### src/rtl/chain_score_scheduler_pkg.sv
`default_nettype none
// ============================================================================
// Module   : chain_pkg
// Purpose  : Shared types and defaults for the chaining-score scheduler.
// Revision : 1.0 - initial release
// ============================================================================
package chain_pkg;

    localparam int c_SCORE_LAT = 5;
    localparam int c_MAX_PRED  = 64;
    localparam int c_IDX_W     = 16;

    typedef logic [2:0] state_t;

    localparam state_t c_ST_IDLE  = 3'd0;
    localparam state_t c_ST_LOAD  = 3'd1;
    localparam state_t c_ST_ISSUE = 3'd2;
    localparam state_t c_ST_DRAIN = 3'd3;
    localparam state_t c_ST_DONE  = 3'd4;

    // One in-flight (i, j) pair travelling alongside the score pipeline.
    typedef struct packed {
        logic               valid;
        logic [c_IDX_W-1:0] idx;
        logic [31:0]        f;
        logic               ok;
    } tag_t;

endpackage
`default_nettype wire

### src/rtl/chain_score_scheduler_if.sv
`default_nettype none
// ============================================================================
// Module   : chain_score_scheduler_if
// Purpose  : Job, anchor-RAM, score-pipeline and result signals of the scheduler.
// Revision : 1.0 - initial release
// ============================================================================
interface chain_score_scheduler_if #(
    parameter int IDX_W  = 16,
    parameter int PRED_W = 7
);
    logic              start;
    logic [IDX_W-1:0]  anchor_i;
    logic [PRED_W-1:0] n_pred;
    logic [31:0]       w_self;
    logic [31:0]       cfg_max_dist;
    logic [31:0]       cfg_w_avg;
    logic              busy;

    logic              ram_rd;
    logic [IDX_W-1:0]  ram_addr;
    logic [31:0]       ram_rx;
    logic [31:0]       ram_qy;
    logic [31:0]       ram_f;

    logic [31:0]       sc_riX;
    logic [31:0]       sc_riY;
    logic [31:0]       sc_qiX;
    logic [31:0]       sc_qiY;
    logic [31:0]       sc_W;
    logic [31:0]       sc_Wavg;
    logic [31:0]       sc_result;

    logic              out_valid;
    logic              out_ready;
    logic [31:0]       out_f;
    logic [IDX_W-1:0]  out_p;
    logic              out_p_valid;

    modport master (
        input  start, anchor_i, n_pred, w_self, cfg_max_dist, cfg_w_avg,
               ram_rx, ram_qy, ram_f, sc_result, out_ready,
        output busy, ram_rd, ram_addr, sc_riX, sc_riY, sc_qiX, sc_qiY,
               sc_W, sc_Wavg, out_valid, out_f, out_p, out_p_valid
    );

    modport slave (
        output start, anchor_i, n_pred, w_self, cfg_max_dist, cfg_w_avg,
               ram_rx, ram_qy, ram_f, sc_result, out_ready,
        input  busy, ram_rd, ram_addr, sc_riX, sc_riY, sc_qiX, sc_qiY,
               sc_W, sc_Wavg, out_valid, out_f, out_p, out_p_valid
    );

endinterface
`default_nettype wire

### src/rtl/chain_score_scheduler_tag_pipe.sv
`default_nettype none
// ============================================================================
// Module   : chain_tag_pipe
// Purpose  : Fixed-depth tag shift register matching the score pipeline latency.
// Revision : 1.0 - initial release
// ============================================================================
module chain_tag_pipe
    import chain_pkg::*;
#(
    parameter int DEPTH = c_SCORE_LAT
) (
    input  logic clk,
    input  logic reset,
    input  tag_t tag_in,
    output tag_t tag_out,
    output logic any_pending
);

    tag_t r_stage [DEPTH];

    always_ff @(posedge clk or posedge reset) begin
        if (reset) begin
            for (int k = 0; k < DEPTH; k++) begin
                r_stage[k] <= '0;
            end
        end else begin
            r_stage[0] <= tag_in;
            for (int k = 1; k < DEPTH; k++) begin
                r_stage[k] <= r_stage[k-1];
            end
        end
    end

    // Excludes the exiting stage: that entry is collected on the current edge.
    always_comb begin
        any_pending = 1'b0;
        for (int k = 0; k < DEPTH - 1; k++) begin
            any_pending = any_pending | r_stage[k].valid;
        end
    end

    assign tag_out = r_stage[DEPTH-1];

endmodule
`default_nettype wire

### src/rtl/chain_score_scheduler.sv
`default_nettype none
// ============================================================================
// Module   : chain_score_scheduler
// Purpose  : Feeds (i, j) pairs to the score pipeline and returns f[i] / p[i].
// Revision : 1.0 - initial release
// ============================================================================
module chain_score_scheduler
    import chain_pkg::*;
#(
    parameter int IDX_W     = 16,
    parameter int PRED_W    = 7,
    parameter int MAX_PRED  = c_MAX_PRED,
    parameter int SCORE_LAT = c_SCORE_LAT
) (
    input  logic                    clk,
    input  logic                    reset,
    chain_score_scheduler_if.master bus
);

    localparam int c_CNT_W = $clog2(MAX_PRED + 1);

    function automatic logic [c_CNT_W-1:0] f_n_eff(input logic [PRED_W-1:0] np,
                                                   input logic [IDX_W-1:0]  ai);
        logic [31:0] m;
        m = 32'(np);
        if (m > 32'(MAX_PRED)) m = 32'(MAX_PRED);
        if (m > 32'(ai))       m = 32'(ai);
        return c_CNT_W'(m);
    endfunction

    state_t             r_state;
    logic [IDX_W-1:0]   r_anchor;
    logic [IDX_W-1:0]   r_addr;
    logic [c_CNT_W-1:0] r_left;
    logic [31:0]        r_w_self;
    logic               r_self_rd;
    logic               r_pair_rd;
    logic [IDX_W-1:0]   r_pair_idx;
    logic [31:0]        r_rx_i;
    logic [31:0]        r_qy_i;
    logic [31:0]        r_best_f;
    logic [IDX_W-1:0]   r_best_p;
    logic               r_p_valid;

    logic               w_pair_ok;
    logic               w_pending;
    logic [31:0]        w_cand;
    logic               w_better;
    tag_t               w_tag_in;
    tag_t               w_tag_out;

    always_ff @(posedge clk or posedge reset) begin
        if (reset) begin
            r_state  <= c_ST_IDLE;
            r_anchor <= '0;
            r_addr   <= '0;
            r_left   <= '0;
            r_w_self <= '0;
        end else begin
            case (r_state)
                c_ST_IDLE: begin
                    if (bus.start) begin
                        r_anchor <= bus.anchor_i;
                        r_left   <= f_n_eff(bus.n_pred, bus.anchor_i);
                        r_w_self <= bus.w_self;
                        r_state  <= c_ST_LOAD;
                    end
                end
                c_ST_LOAD: begin
                    r_addr  <= r_anchor - IDX_W'(1);
                    r_state <= (r_left == '0) ? c_ST_DONE : c_ST_ISSUE;
                end
                c_ST_ISSUE: begin
                    r_addr <= r_addr - IDX_W'(1);
                    r_left <= r_left - c_CNT_W'(1);
                    if (r_left == c_CNT_W'(1)) begin
                        r_state <= c_ST_DRAIN;
                    end
                end
                c_ST_DRAIN: begin
                    if (!r_pair_rd && !w_pending) begin
                        r_state <= c_ST_DONE;
                    end
                end
                c_ST_DONE: begin
                    if (bus.out_ready) begin
                        r_state <= c_ST_IDLE;
                    end
                end
                default: r_state <= c_ST_IDLE;
            endcase
        end
    end

    // RAM data lags the read by one cycle; these flags mark what is arriving.
    always_ff @(posedge clk or posedge reset) begin
        if (reset) begin
            r_self_rd  <= 1'b0;
            r_pair_rd  <= 1'b0;
            r_pair_idx <= '0;
            r_rx_i     <= '0;
            r_qy_i     <= '0;
        end else begin
            r_self_rd  <= (r_state == c_ST_LOAD);
            r_pair_rd  <= (r_state == c_ST_ISSUE);
            r_pair_idx <= r_addr;
            if (r_self_rd) begin
                r_rx_i <= bus.ram_rx;
                r_qy_i <= bus.ram_qy;
            end
        end
    end

    assign w_pair_ok = (bus.ram_rx < r_rx_i) && (bus.ram_qy < r_qy_i) &&
                       ((r_rx_i - bus.ram_rx) <= bus.cfg_max_dist);

    always_comb begin
        w_tag_in       = '0;
        w_tag_in.valid = r_pair_rd;
        w_tag_in.idx   = c_IDX_W'(r_pair_idx);
        w_tag_in.f     = bus.ram_f;
        w_tag_in.ok    = w_pair_ok;
    end

    chain_tag_pipe #(
        .DEPTH       (SCORE_LAT)
    ) u_tag_pipe (
        .clk         (clk),
        .reset       (reset),
        .tag_in      (w_tag_in),
        .tag_out     (w_tag_out),
        .any_pending (w_pending)
    );

    // Strict compare so an equal later (farther) candidate never displaces a nearer one.
    assign w_cand   = w_tag_out.f + bus.sc_result;
    assign w_better = w_tag_out.valid && w_tag_out.ok &&
                      ($signed(w_cand) > $signed(r_best_f));

    always_ff @(posedge clk or posedge reset) begin
        if (reset) begin
            r_best_f  <= '0;
            r_best_p  <= '0;
            r_p_valid <= 1'b0;
        end else if (r_state == c_ST_LOAD) begin
            r_best_f  <= r_w_self;
            r_best_p  <= '0;
            r_p_valid <= 1'b0;
        end else if (w_better) begin
            r_best_f  <= w_cand;
            r_best_p  <= IDX_W'(w_tag_out.idx);
            r_p_valid <= 1'b1;
        end
    end

    assign bus.busy     = (r_state != c_ST_IDLE);
    assign bus.ram_rd   = (r_state == c_ST_LOAD) || (r_state == c_ST_ISSUE);
    assign bus.ram_addr = (r_state == c_ST_LOAD)  ? r_anchor :
                          (r_state == c_ST_ISSUE) ? r_addr   : '0;

    assign bus.sc_riX   = r_pair_rd ? r_rx_i        : '0;
    assign bus.sc_riY   = r_pair_rd ? bus.ram_rx    : '0;
    assign bus.sc_qiX   = r_pair_rd ? r_qy_i        : '0;
    assign bus.sc_qiY   = r_pair_rd ? bus.ram_qy    : '0;
    assign bus.sc_W     = r_pair_rd ? r_w_self      : '0;
    assign bus.sc_Wavg  = r_pair_rd ? bus.cfg_w_avg : '0;

    assign bus.out_valid   = (r_state == c_ST_DONE);
    assign bus.out_f       = r_best_f;
    assign bus.out_p       = r_best_p;
    assign bus.out_p_valid = r_p_valid;

endmodule
`default_nettype wire
### src/flat_wrapper.sv
// flat-port wrapper written by rule: the top's interface ports become plain ports
module chain_score_scheduler_flat import chain_pkg::*;
#(
    parameter int IDX_W     = 16,
    parameter int PRED_W    = 7,
    parameter int MAX_PRED  = c_MAX_PRED,
    parameter int SCORE_LAT = c_SCORE_LAT
)
  (clk, reset, bus_start, bus_anchor_i, bus_n_pred, bus_w_self, bus_cfg_max_dist, bus_cfg_w_avg, bus_ram_rx, bus_ram_qy, bus_ram_f, bus_sc_result, bus_out_ready, bus_busy, bus_ram_rd, bus_ram_addr, bus_sc_riX, bus_sc_riY, bus_sc_qiX, bus_sc_qiY, bus_sc_W, bus_sc_Wavg, bus_out_valid, bus_out_f, bus_out_p, bus_out_p_valid);
  chain_score_scheduler_if #(.IDX_W(IDX_W), .PRED_W(PRED_W)) bus_i ();
  input  logic clk;
  input  logic reset;
  input wire logic [$bits(bus_i.start)-1:0] bus_start;
  input wire logic [$bits(bus_i.anchor_i)-1:0] bus_anchor_i;
  input wire logic [$bits(bus_i.n_pred)-1:0] bus_n_pred;
  input wire logic [$bits(bus_i.w_self)-1:0] bus_w_self;
  input wire logic [$bits(bus_i.cfg_max_dist)-1:0] bus_cfg_max_dist;
  input wire logic [$bits(bus_i.cfg_w_avg)-1:0] bus_cfg_w_avg;
  input wire logic [$bits(bus_i.ram_rx)-1:0] bus_ram_rx;
  input wire logic [$bits(bus_i.ram_qy)-1:0] bus_ram_qy;
  input wire logic [$bits(bus_i.ram_f)-1:0] bus_ram_f;
  input wire logic [$bits(bus_i.sc_result)-1:0] bus_sc_result;
  input wire logic [$bits(bus_i.out_ready)-1:0] bus_out_ready;
  output wire logic [$bits(bus_i.busy)-1:0] bus_busy;
  output wire logic [$bits(bus_i.ram_rd)-1:0] bus_ram_rd;
  output wire logic [$bits(bus_i.ram_addr)-1:0] bus_ram_addr;
  output wire logic [$bits(bus_i.sc_riX)-1:0] bus_sc_riX;
  output wire logic [$bits(bus_i.sc_riY)-1:0] bus_sc_riY;
  output wire logic [$bits(bus_i.sc_qiX)-1:0] bus_sc_qiX;
  output wire logic [$bits(bus_i.sc_qiY)-1:0] bus_sc_qiY;
  output wire logic [$bits(bus_i.sc_W)-1:0] bus_sc_W;
  output wire logic [$bits(bus_i.sc_Wavg)-1:0] bus_sc_Wavg;
  output wire logic [$bits(bus_i.out_valid)-1:0] bus_out_valid;
  output wire logic [$bits(bus_i.out_f)-1:0] bus_out_f;
  output wire logic [$bits(bus_i.out_p)-1:0] bus_out_p;
  output wire logic [$bits(bus_i.out_p_valid)-1:0] bus_out_p_valid;
  assign bus_i.start = bus_start;
  assign bus_i.anchor_i = bus_anchor_i;
  assign bus_i.n_pred = bus_n_pred;
  assign bus_i.w_self = bus_w_self;
  assign bus_i.cfg_max_dist = bus_cfg_max_dist;
  assign bus_i.cfg_w_avg = bus_cfg_w_avg;
  assign bus_i.ram_rx = bus_ram_rx;
  assign bus_i.ram_qy = bus_ram_qy;
  assign bus_i.ram_f = bus_ram_f;
  assign bus_i.sc_result = bus_sc_result;
  assign bus_i.out_ready = bus_out_ready;
  assign bus_busy = bus_i.busy;
  assign bus_ram_rd = bus_i.ram_rd;
  assign bus_ram_addr = bus_i.ram_addr;
  assign bus_sc_riX = bus_i.sc_riX;
  assign bus_sc_riY = bus_i.sc_riY;
  assign bus_sc_qiX = bus_i.sc_qiX;
  assign bus_sc_qiY = bus_i.sc_qiY;
  assign bus_sc_W = bus_i.sc_W;
  assign bus_sc_Wavg = bus_i.sc_Wavg;
  assign bus_out_valid = bus_i.out_valid;
  assign bus_out_f = bus_i.out_f;
  assign bus_out_p = bus_i.out_p;
  assign bus_out_p_valid = bus_i.out_p_valid;
  chain_score_scheduler #(.IDX_W(IDX_W), .PRED_W(PRED_W), .MAX_PRED(MAX_PRED), .SCORE_LAT(SCORE_LAT)) u_core (.clk(clk), .reset(reset), .bus(bus_i));
endmodule
### config.mk
export PLATFORM = sky130hd
export DESIGN_NAME = chain_score_scheduler_flat
export DESIGN_NICKNAME = d
export VERILOG_FILES = /design/src/rtl/chain_score_scheduler_pkg.sv /design/src/rtl/chain_score_scheduler_if.sv /design/src/rtl/chain_score_scheduler_tag_pipe.sv /design/src/rtl/chain_score_scheduler.sv /design/src/flat_wrapper.sv
export SDC_FILE = /design/constraint.sdc
export NUM_CORES = 1
export LEC_CHECK = 0
export BUFFER_PORTS_ARGS = -buffer_cell sky130_fd_sc_hd__buf_4
export CORE_UTILIZATION = 49
export CTS_CLUSTER_DIAMETER = 40
export DETAILED_ROUTE_END_ITERATION = 8
export PLACE_DENSITY = 0.76
export SYNTH_ARGS = -nofsm -noshare
export SYNTH_HDL_FRONTEND = slang
export SYNTH_SLANG_ARGS = --single-unit
### constraint.sdc
create_clock -name clk -period 18.1 [get_ports clk]
set_input_delay 4.525 -clock clk [delete_from_list [all_inputs] [get_ports clk]]
set_output_delay 4.525 -clock clk [all_outputs]
set_load 0.05 [all_outputs]
==> metrics.csv, run 1 <==
metric,value,unit
status,finished clean,
combPwrFrac,0.498,
clkPwrFrac,0.229,
clock_path_buffers,3,
path_cells,"buf_4, ha_1, fa_1, a21o_1, a21oi_1, o211ai_1, a41oi_1, or3_1, nand2_1, a21o_1, a311o_1, ha_1, nand4_1, nor4_1, o21ai_0, a31oi_1, or3_1, nor2_1, a21o_1",
fp.dieArea,46410,um2
insertion_delay,0.61,ns
n_fill_cell,3570,
wl,67360,um
die_w,215.4,um
grt_start_max_net_pins,188,
path_clk_slew,0.06,ns
grt_first_pass_wirelength,103300,um
slew_violations,0,
ys_seq_area_frac,0.5101,
worstMarginPinSlew,1.188,ns
synth-edff-count,0,
skew,0.03675,ns
area_growth,29.97,%
route.detailed.drc,0,
cts.root.buffer_cell,clkbuf_16,
cp_max_fo,19,
cpMostUsedCell,a21o_1,
cp-start-kind,input pin,
power_density,200.5,nW/um2
cts.sinks,455,
cts_tree,built,
slew_headroom,0.2077,
syn_inst,2190,
firstDrtPassIters,5,
first_iter_violations,1277,
ant_nets,0,
synth_top_flop_cell,dfrtp_1,
min_delay_worst_endpoint,u_core.u_tag_pipe.r_stage[64]$_DFF_PP0_,
yosysWarnings,0,
dp_hpwl,50660,um
clock.fmax,102.6,MHz
ys_ff_latch,455,
hold_viol_final,0,
start_util,0.5004,
netlist_area,22320,um2
period_share,0.5383,
dp_cells,3220,
period_minus_slack,9.743,ns
nets,3117,
ctsHtreeMaxLevel,3,
grt_pass1_vias,18189,
syn_nets,2611,
p_switching,0.002683,W
core,44610,um2
drv_cap,0,
crit_path_end_kind,flip-flop,
mostFrequentLayoutCells,"buf_4 (519), dfrtp_1 (453), nand2_1 (258)",
cts_setup_buffers,0,
seqCellArea,11390,um2
layout_commonest_cell,buf_4,
setup_violations,0,
std_cell_rows,77,
grt_setup_unrepaired,no,
r2r-end,u_core.bus.out_f[20]$_DFFE_PP0P_,
postCtsHoldBufs,0,
routedWlPerCell,20.17,um
instances_no_fill,3339,
min_from,u_core.u_tag_pipe.r_stage[114]$_DFF_PP0_,
critPathArrivalTime,10.22,ns
hold_path_class,reg -> reg,
place_congestion,0.9190,
vias,18148,
seqPwrFrac,0.273,
die_y,215.4,um
internal-power,0.003134,W
finalSetupTns,0,ns
io_pins,511,
whs_path_depth,0,
layout-drive-gt1-share,0.2526,
ys_types,73,
multi_input_area,9971,um2
reg2reg_from,u_core.u_tag_pipe.tag_out[1]$_DFF_PP0_,
irDropWorstVdd,0.0001599,V
numCtsBuffers,66,
swShare,0.4613,
cp_slowest_cell,or3_1,
cts_resized,0,
grt_usage,0.2893,
grt-ovfl-total,0,
worst_path_largest_cell_delay,0.89,ns
antenna_found_initial,1,
vias_per_cell,5.435,
criticalPathCategory,in -> reg,
r2r_slack,12.02,ns
portBuffers,510,
worstRegToRegCells,18,
p_leak,14.19,nW
async_flop_share,1.000,
required,18.58,ns
syn_area_per_cell,10.19,um2
-- registers in the layout, summed over array words and instances, names as in the netlist --
register	flops
u_core.u_tag_pipe.r_stage	200
u_core.u_tag_pipe.tag_out	50
u_core.bus.out_f	32
u_core.r_qy_i	32
u_core.r_rx_i	32
u_core.r_w_self	32
u_core.bus.out_p	16
u_core.r_addr	16
u_core.r_anchor	16
u_core.r_pair_idx	16
u_core.r_left	7
u_core.r_state	3
u_core.bus.out_p_valid	1
u_core.r_pair_rd	1
u_core.r_self_rd	1
-- worst max-delay path, delay by kind of cell --
| family | cells | cell delay [ns] |
|---|---|---|
| AOI/OAI and AO/OA | 9 | 2.60 |
| adders and majority gates | 3 | 0.90 |
| buffers and inverters | 1 | 0.11 |
| and+or+nand+nor | 6 | 2.08 |
-- power by group through the flow --
stage / clock [W] / sequential, W / combinational, W
after floorplan: 0 / 0.00167 / 0.00190
after global placement: 0 / 0.00158 / 0.00282
after detailed placement: 0 / 0.00160 / 0.00287
after CTS: 0.00135 / 0.00159 / 0.00289
after global routing: 0.00140 / 0.00162 / 0.00310
final: 0.00133 / 0.00159 / 0.00290
-- cell type report --
| type | instances | area share |
|---|---|---|
| diodes | 3 | 0.0002588 |
| repair buffers | 520 | 0.1350 |
| clock inverters | 41 | 0.01950 |
| multi-input cells | 1482 | 0.3437 |
| inverters | 171 | 0.02243 |
| well taps | 592 | 0.02553 |
| flip-flops and latches | 455 | 0.3927 |
| clock buffers | 75 | 0.06090 |
-- logic make-up after synthesis --
| logic type | count (synthesis) | synth area share |
|---|---|---|
| compound gates | 429 | 0.1220 |
| flops | 455 | 0.5101 |
| fa+ha+maj | 170 | 0.09597 |
| simple gates | 742 | 0.1665 |
| mux | 83 | 0.03918 |
| buf+inv | 253 | 0.04344 |
| xor+xnor | 58 | 0.02276 |
-- stage by stage --
stage / setup slack, ns / instance area, um2 / power [W] / utilization / hold WS (ns)
2_1_floorplan: 0.8912 / 22320 / 0.003562 / - / 0.3312
3_3_place_gp: 7.968 / 26670 / 0.004400 / 0.5979 / 0.3311
3_5_place_dp: 7.845 / 26670 / 0.004469 / 0.5979 / 0.3347
4_1_cts: 8.419 / 29000 / 0.005832 / 0.6502 / 0.3345
5_1_grt: 8.087 / 29000 / 0.006117 / 0.6502 / 0.3412
6_report: 8.357 / 29010 / 0.005817 / 0.6503 / 0.3298
-- worst max path at each step --
stage	endpoint	from	slack, ns	cells after the start
after floorplan	u_core.bus.out_f[0]$_DFFE_PP0P_	reset	0.89	1
after CTS	bus_sc_riY[3]	bus_ram_rx[3]	8.42	3
after global placement	u_core.bus.out_f[20]$_DFFE_PP0P_	bus_sc_result[0]	7.97	19
after global routing	u_core.bus.out_f[29]$_DFFE_PP0P_	bus_sc_result[0]	8.09	19
after detailed placement	u_core.bus.out_f[23]$_DFFE_PP0P_	bus_sc_result[0]	7.85	19
final	u_core.bus.out_f[20]$_DFFE_PP0P_	bus_sc_result[0]	8.36	19
-- routing by layer --
metal  GRT usage  routed length, um  share of wire
met3     0.05990               4269          0.063
met4      0.1009               2354          0.035
met2      0.5135              34410           0.51
met5           0                  0              0
met1      0.3470              26320           0.39
-- synthesized netlist by cell type (all sizes together) (4+ instances only) --
cell type  instances  area, um2
a22o               5      43.79
or2                5      31.28
nor3              42      210.2
and3               4      25.02
clkbuf            69      259.0
o21ai            122      610.6
xor2              22      192.7
nor2b             23      143.9
inv              170      638.1
mux2              35      394.1
a41oi              4      35.03
a2111oi            5      43.79
nand2b            17      106.4
nand2            258      968.4
nand3             22      115.1
and2             198       1239
a31oi              6      37.54
dfrtp            455      11390
o211ai             9      67.56
o21a              27      202.7
a21oi            110      558.0
ha               168       2102
mux2i             48      480.5
a211o              4      35.03
o22ai              5      31.28
xnor2             36      315.3
nor4               7      43.79
o31ai             15      117.6
a311oi             6      52.55
a211oi             7      52.55
buf               13      68.81
or3                8      50.05
a21o              62      465.5
nand4             41      262.8
a221oi             6      58.80
o21bai             9      67.56
nor2             100      380.4
Note: power is estimated with default switching activity, not from simulation.
==> run 2, diff against run 1 <==
--- a/config.mk
+++ b/config.mk
@@ -6,10 +6,10 @@
 export NUM_CORES = 1
 export LEC_CHECK = 0
 export BUFFER_PORTS_ARGS = -buffer_cell sky130_fd_sc_hd__buf_4
-export CORE_UTILIZATION = 49
+export CORE_UTILIZATION = 55
 export CTS_CLUSTER_DIAMETER = 40
 export DETAILED_ROUTE_END_ITERATION = 8
-export PLACE_DENSITY = 0.76
+export PLACE_DENSITY = 0.81
 export SYNTH_ARGS = -nofsm -noshare
 export SYNTH_HDL_FRONTEND = slang
 export SYNTH_SLANG_ARGS = --single-unit
==> constraint.sdc (replaced) <==
create_clock -name clk -period 10.1 [get_ports clk]
set_input_delay 2.525 -clock clk [delete_from_list [all_inputs] [get_ports clk]]
set_output_delay 2.525 -clock clk [all_outputs]
set_load 0.05 [all_outputs]
==> metrics.csv, run 2 (synthesis gave the netlist of run 1 again) <==
metric,value,unit
power_density,351.5,nW/um2
clkPwrFrac,0.202,
cp_max_fo,19,
fp.dieArea,41390,um2
internal-power,0.005344,W
area_growth,27.72,%
p_switching,0.004675,W
grt_start_max_net_pins,197,
dp_cells,3155,
cts_resized,0,
period_minus_slack,7.839,ns
pre_cts_ws,1.733,ns
vias_per_cell,5.533,
clock.fmax,127.6,MHz
grt_first_pass_wirelength,100700,um
ant_nets,0,
dp_hpwl,49340,um
start_util,0.5592,
grt_usage,0.3179,
combPwrFrac,0.517,
wl,66090,um
numCtsBuffers,59,
worstMarginPinSlew,1.158,ns
skew,0.01911,ns
ctsHtreeMaxLevel,2,
critPathArrivalTime,8.34,ns
layout_commonest_cell,buf_4,
period_share,0.7761,
swShare,0.4666,
cts.root.buffer_cell,clkbuf_16,
grt_pass1_vias,18107,
seqPwrFrac,0.282,
grt-ovfl-total,0,
cts.sinks,455,
instances_no_fill,3262,
cp-start-kind,input pin,
largest_register_ffs,200,
hold_path_class,reg -> reg,
timing.final.ws_setup,2.261,ns
status,finished clean,
grt_setup_unrepaired,no,
seqCellArea,11390,um2
criticalPathCategory,in -> reg,
crit_path_end_kind,flip-flop,
slew_violations,0,
clock_path_buffers,3,
firstDrtPassIters,6,
multi_input_area,9973,um2
setup_violations,0,
first_iter_violations,1283,
path_clk_slew,0.06,ns
required,10.61,ns
top_register,u_core.u_tag_pipe.r_stage,
hold_viol_final,0,
std_cell_rows,73,
antenna_found_initial,2,
portBuffers,510,
mostFrequentLayoutCells,"buf_4 (521), dfrtp_1 (453), nand2_1 (257)",
whs_path_depth,0,
cts_setup_buffers,0,
nets,3112,
layout-drive-gt1-share,0.2468,
worstRegToRegCells,18,
cts_tree,built,
vias,18049,
drv_cap,0,
die_y,203.5,um
die_w,203.5,um
io_pins,511,
irDropWorstVdd,0.0002788,V
core,39910,um2
p_leak,14.00,nW
finalSetupTns,0,ns
place_congestion,0.9150,
slew_headroom,0.2278,
postCtsHoldBufs,0,
routedWlPerCell,20.26,um
n_fill_cell,2935,
insertion_delay,0.61,ns
route.detailed.drc,0,
-- run 2: power by group through the flow --
stage,clock network [W],logic (W),registers [W]
detailed placement,0,0.00514,0.00283
finish,0.00202,0.00518,0.00282
CTS,0.00205,0.00518,0.00281
global route,0.00212,0.00555,0.00288
global placement,0,0.00503,0.00279
floorplan,0,0.00340,0.00299
-- run 2: cell type report --
| class | instances | area share |
|---|---|---|
| Multi-Input combinational cell | 1482 | 0.3499 |
| Antenna cell | 2 | 0.0001756 |
| Timing Repair Buffer | 522 | 0.1379 |
| Inverter | 171 | 0.02269 |
| Clock inverter | 29 | 0.01097 |
| Tap cell | 525 | 0.02304 |
| Sequential cell | 455 | 0.3996 |
| Clock buffer | 76 | 0.05579 |
-- run 2: metrics by stage --
stage	cell area (um2)	hold WS, ns	total power (W)	util
2_1_floorplan	22320	0.3312	0.006384	-
5_1_grt	28500	0.3391	0.01055	0.7141
3_5_place_dp	26600	0.3347	0.007965	0.6664
3_3_place_gp	26600	0.3314	0.007826	0.6664
6_report	28510	0.3287	0.01002	0.7142
4_1_cts	28500	0.3361	0.01005	0.7141
-- run 2: worst max-delay path: stages --
cell,delay [ns]
buf_4,0.11
ha_1,0.21
fa_1,0.40
a21o_1,0.17
a21oi_1,0.26
o211ai_1,0.24
a41oi_1,0.53
or3_1,0.21
nand2_1,0.09
a21o_1,0.19
a311o_1,0.39
ha_1,0.29
nand4_1,0.10
nor4_1,0.55
o21ai_0,0.18
a31oi_1,0.40
or3_1,0.94
nor2_1,0.27
a21o_1,0.26
-- run 2: worst paths after layout --
check	end	slack, ns	startpoint
worst max-delay path	u_core.bus.out_f[26]$_DFFE_PP0P_	2.26	bus_sc_result[0]
worst min-delay path	u_core.u_tag_pipe.r_stage[93]$_DFF_PP0_	0.33	u_core.u_tag_pipe.r_stage[143]$_DFF_PP0_
worst max register to register	u_core.bus.out_f[26]$_DFFE_PP0P_	3.89	u_core.u_tag_pipe.tag_out[1]$_DFF_PP0_
worst min register to register	u_core.u_tag_pipe.r_stage[93]$_DFF_PP0_	0.33	u_core.u_tag_pipe.r_stage[143]$_DFF_PP0_
max in group asynchronous	u_core.r_pair_idx[13]$_DFF_PP0_	6.25	reset
min in group asynchronous	u_core.r_qy_i[17]$_DFFE_PP0P_	2.12	reset
-- run 2: metal layers --
layer	wire, um	part of all wire	global-route usage	vias to the layer above
met5	0	0	0	-
met4	2798	0.042	0.1402	0
met3	4663	0.071	0.06695	141
met2	32590	0.49	0.5436	697
met1	26040	0.39	0.3873	8757
li1	-	-	-	8454
==> run 3, diff against run 2 <==
--- a/config.mk
+++ b/config.mk
@@ -5,11 +5,12 @@
 export SDC_FILE = /design/constraint.sdc
 export NUM_CORES = 1
 export LEC_CHECK = 0
+export ABC_AREA = 1
 export BUFFER_PORTS_ARGS = -buffer_cell sky130_fd_sc_hd__buf_4
-export CORE_UTILIZATION = 55
+export CORE_UTILIZATION = 50
 export CTS_CLUSTER_DIAMETER = 40
 export DETAILED_ROUTE_END_ITERATION = 8
-export PLACE_DENSITY = 0.81
+export PLACE_DENSITY = 0.77
 export SYNTH_ARGS = -nofsm -noshare
 export SYNTH_HDL_FRONTEND = slang
 export SYNTH_SLANG_ARGS = --single-unit
==> constraint.sdc (replaced) <==
create_clock -name clk -period 6.5 [get_ports clk]
set_input_delay 1.625 -clock clk [delete_from_list [all_inputs] [get_ports clk]]
set_output_delay 1.625 -clock clk [all_outputs]
set_load 0.05 [all_outputs]
==> metrics.csv, run 3 <==
metric,value,unit
status,finished clean,
yosysTopAreaCell,dfrtp_1,
grt_first_pass_wirelength,103300,um
cts.sinks,455,
async_flop_share,1.000,
cts.root.buffer_cell,clkbuf_16,
portBuffers,510,
worst-path-stages,23,
crit_path_end_kind,flip-flop,
syn_inst,2936,
cts_resized,0,
layout-drive-gt1-share,0.1937,
period_minus_slack,4.864,ns
mostFrequentLayoutCells,"nand2_1 (860), inv_1 (559), buf_4 (514)",
path_clk_slew,0.06,ns
cp_slowest_cell,nand2_2,
cts_setup_buffers,0,
ys_ff_latch,455,
worst_path_largest_cell_delay,0.69,ns
fp.dieArea,47920,um2
yosysMostFrequentCell,nand2_1,
largest_register_ffs,200,
worstRegToRegCells,22,
synthTopCellsByCount,"nand2_1 (862), inv_1 (560), dfrtp_1 (455), ha_1 (168), o21ai_0 (163)",
criticalPathCategory,in -> reg,
cp-endpoint,u_core.bus.out_p[15]$_DFFE_PP0P_,
grt-ovfl-total,0,
period_share,0.7483,
hold_path_class,reg -> reg,
die_y,218.9,um
wl,67510,um
utilization,0.6537,
synth_top_flop_cell,dfrtp_1,
first_iter_violations,1502,
r2r_slack,2.41,ns
grt_usage,0.2794,
routedWlPerCell,16.41,um
irDropWorstVdd,0.0004528,V
io_pins,511,
crit_start,bus_sc_result[0],
cts_tree,built,
synth.area.top_cells,"dfrtp_1 (48%), nand2_1 (14%), ha_1 (8.9%)",
firstDrtPassIters,6,
yosysTopAreaCellShare,0.4840,
pre_cts_ws,1.088,ns
dp_hpwl,50780,um
numCtsBuffers,69,
cp_max_fo,48,
vias,20530,
postCtsHoldBufs,0,
slew_violations,0,
clock.fmax,205.6,MHz
reg2reg_from,u_core.u_tag_pipe.tag_out[1]$_DFF_PP0_,
cpMostUsedCell,nand2_1,
m1WireLength,28210,um
die_w,218.9,um
syn_area_per_cell,8.012,um2
worstMarginPinSlew,1.073,ns
required,7.04,ns
whs_path_depth,0,
critPathArrivalTime,5.40,ns
setup_violations,0,
wl_met2,33310,um
insertion_delay,0.61,ns
path_cells,"buf_4, ha_1, fa_1, nand3_1, nand2_1, nand2_1, nand2_1, nand2_1, nand2_1, nand2_1, nand3_1, and2_1, ha_1, nand2_1, nor2_1, nand4_1, nor2_1, nand2_1, nand3_1, nand3_2, nand2_2, nand2_1, nand2_1",
std_cell_rows,79,
grt_setup_unrepaired,no,
top_register,u_core.u_tag_pipe.r_stage,
wl_met3,3895,um
ctsHtreeMaxLevel,3,
place_congestion,0.9355,
synth-edff-count,0,
yosysWarnings,0,
route.detailed.drc,0,
core,46460,um2
power_density,515.4,nW/um2
skew,0.03477,ns
syn_nets,3357,
layout_commonest_cell,nand2_1,
slew_headroom,0.2849,
area_growth,29.10,%
ys_types,42,
r2r-end,u_core.bus.out_p[15]$_DFFE_PP0P_,
grt_pass1_vias,19299,
ant_nets,0,
clock_path_buffers,3,
timing.final.ws_setup,1.636,ns
cp-start-kind,input pin,
drv_cap,0,
ys_seq_area_frac,0.4840,
netlist_area,23520,um2
nets,3870,
crit_family,simple AND/OR/NAND/NOR gates,
hold_viol_final,0,
vias_per_cell,4.991,
antenna_found_initial,1,
grt_start_max_net_pins,177,
p_leak,17.57,nW
highest-signal-layer,met4,
path_buf_inv,1,
start_util,0.5064,
run 3: changes by cell type after synthesis, sizes merged, moves of 53 or more:
cell	previous run	this run
nor2	100	168
inv	170	569
a21o	62	9
o21ai	122	187
and2	198	15
nand3	22	127
nand2	258	867
run 3: how the worst min path moves through the flow:
stage                                                to                                     start  slack (ns)
4_1_cts        u_core.u_tag_pipe.r_stage[129]$_DFF_PP0_  u_core.u_tag_pipe.r_stage[179]$_DFF_PP0_        0.33
6_report       u_core.u_tag_pipe.r_stage[123]$_DFF_PP0_  u_core.u_tag_pipe.r_stage[173]$_DFF_PP0_        0.33
2_1_floorplan  u_core.u_tag_pipe.r_stage[100]$_DFF_PP0_  u_core.u_tag_pipe.r_stage[150]$_DFF_PP0_        0.33
3_3_place_gp    u_core.u_tag_pipe.r_stage[82]$_DFF_PP0_  u_core.u_tag_pipe.r_stage[132]$_DFF_PP0_        0.33
5_1_grt        u_core.u_tag_pipe.r_stage[129]$_DFF_PP0_  u_core.u_tag_pipe.r_stage[179]$_DFF_PP0_        0.34
3_5_place_dp   u_core.u_tag_pipe.r_stage[101]$_DFF_PP0_  u_core.u_tag_pipe.r_stage[151]$_DFF_PP0_        0.33
run 3: cell families after synthesis:
family / Yosys count / share of synthesized area
fa+ha+maj: 170 / 0.09106
compound gates: 392 / 0.08973
xor+xnor: 47 / 0.01750
flops: 455 / 0.4840
simple gates: 1227 / 0.2122
buf+inv: 645 / 0.1055
run 3: worst reg2reg max path: cells and delay by family, from the launching register on:
family,cells,cell delay [ns]
adder cells (fa/ha/maj),3,0.91
AND/OR/NAND/NOR,19,2.73
flip-flops,1,0.37
run 3: layout make-up:
class / instances / area, um2
diodes: 1 / 2.502
clock buffers: 79 / 1836
clock inverters: 48 / 628.1
fillers: 3942 / 16090
inverters: 569 / 2140
multi-input cells: 1836 / 9672
flip-flops and latches: 455 / 11390
well taps: 607 / 759.5
repair buffers: 518 / 3939
run 3: metal layers:
layer  vias up  global-route usage
met5         -                   0
li1      10121                   -
met4         0              0.1021
met1      9541              0.3555
met2       748              0.4822
met3       120             0.04075
run 3: metrics by stage:
stage	area [um2]	setup TNS (ns)	total power (W)	instances	hold WS, ns
3_3_place_gp	27900	0	0.01167	3985	0.3313
6_report	30370	0	0.01565	4113	0.3253
2_1_floorplan	23530	-582.43	0.009606	2936	0.3312
5_1_grt	30370	0	0.01668	4113	0.3360
4_1_cts	30370	0	0.01571	4112	0.3282
3_5_place_dp	27900	0	0.01178	3985	0.3347
run 3: report_power, final:
group / switching [W] / total [W] / internal (W) / leakage (nW)
logic: 0.00515 / 0.00744 / 0.00229 / 10.9
clock network: 0.00150 / 0.00383 / 0.00232 / 1.17
registers: 0.000649 / 0.00438 / 0.00374 / 5.47
total: 0.00731 / 0.0157 / 0.00835 / 17.6
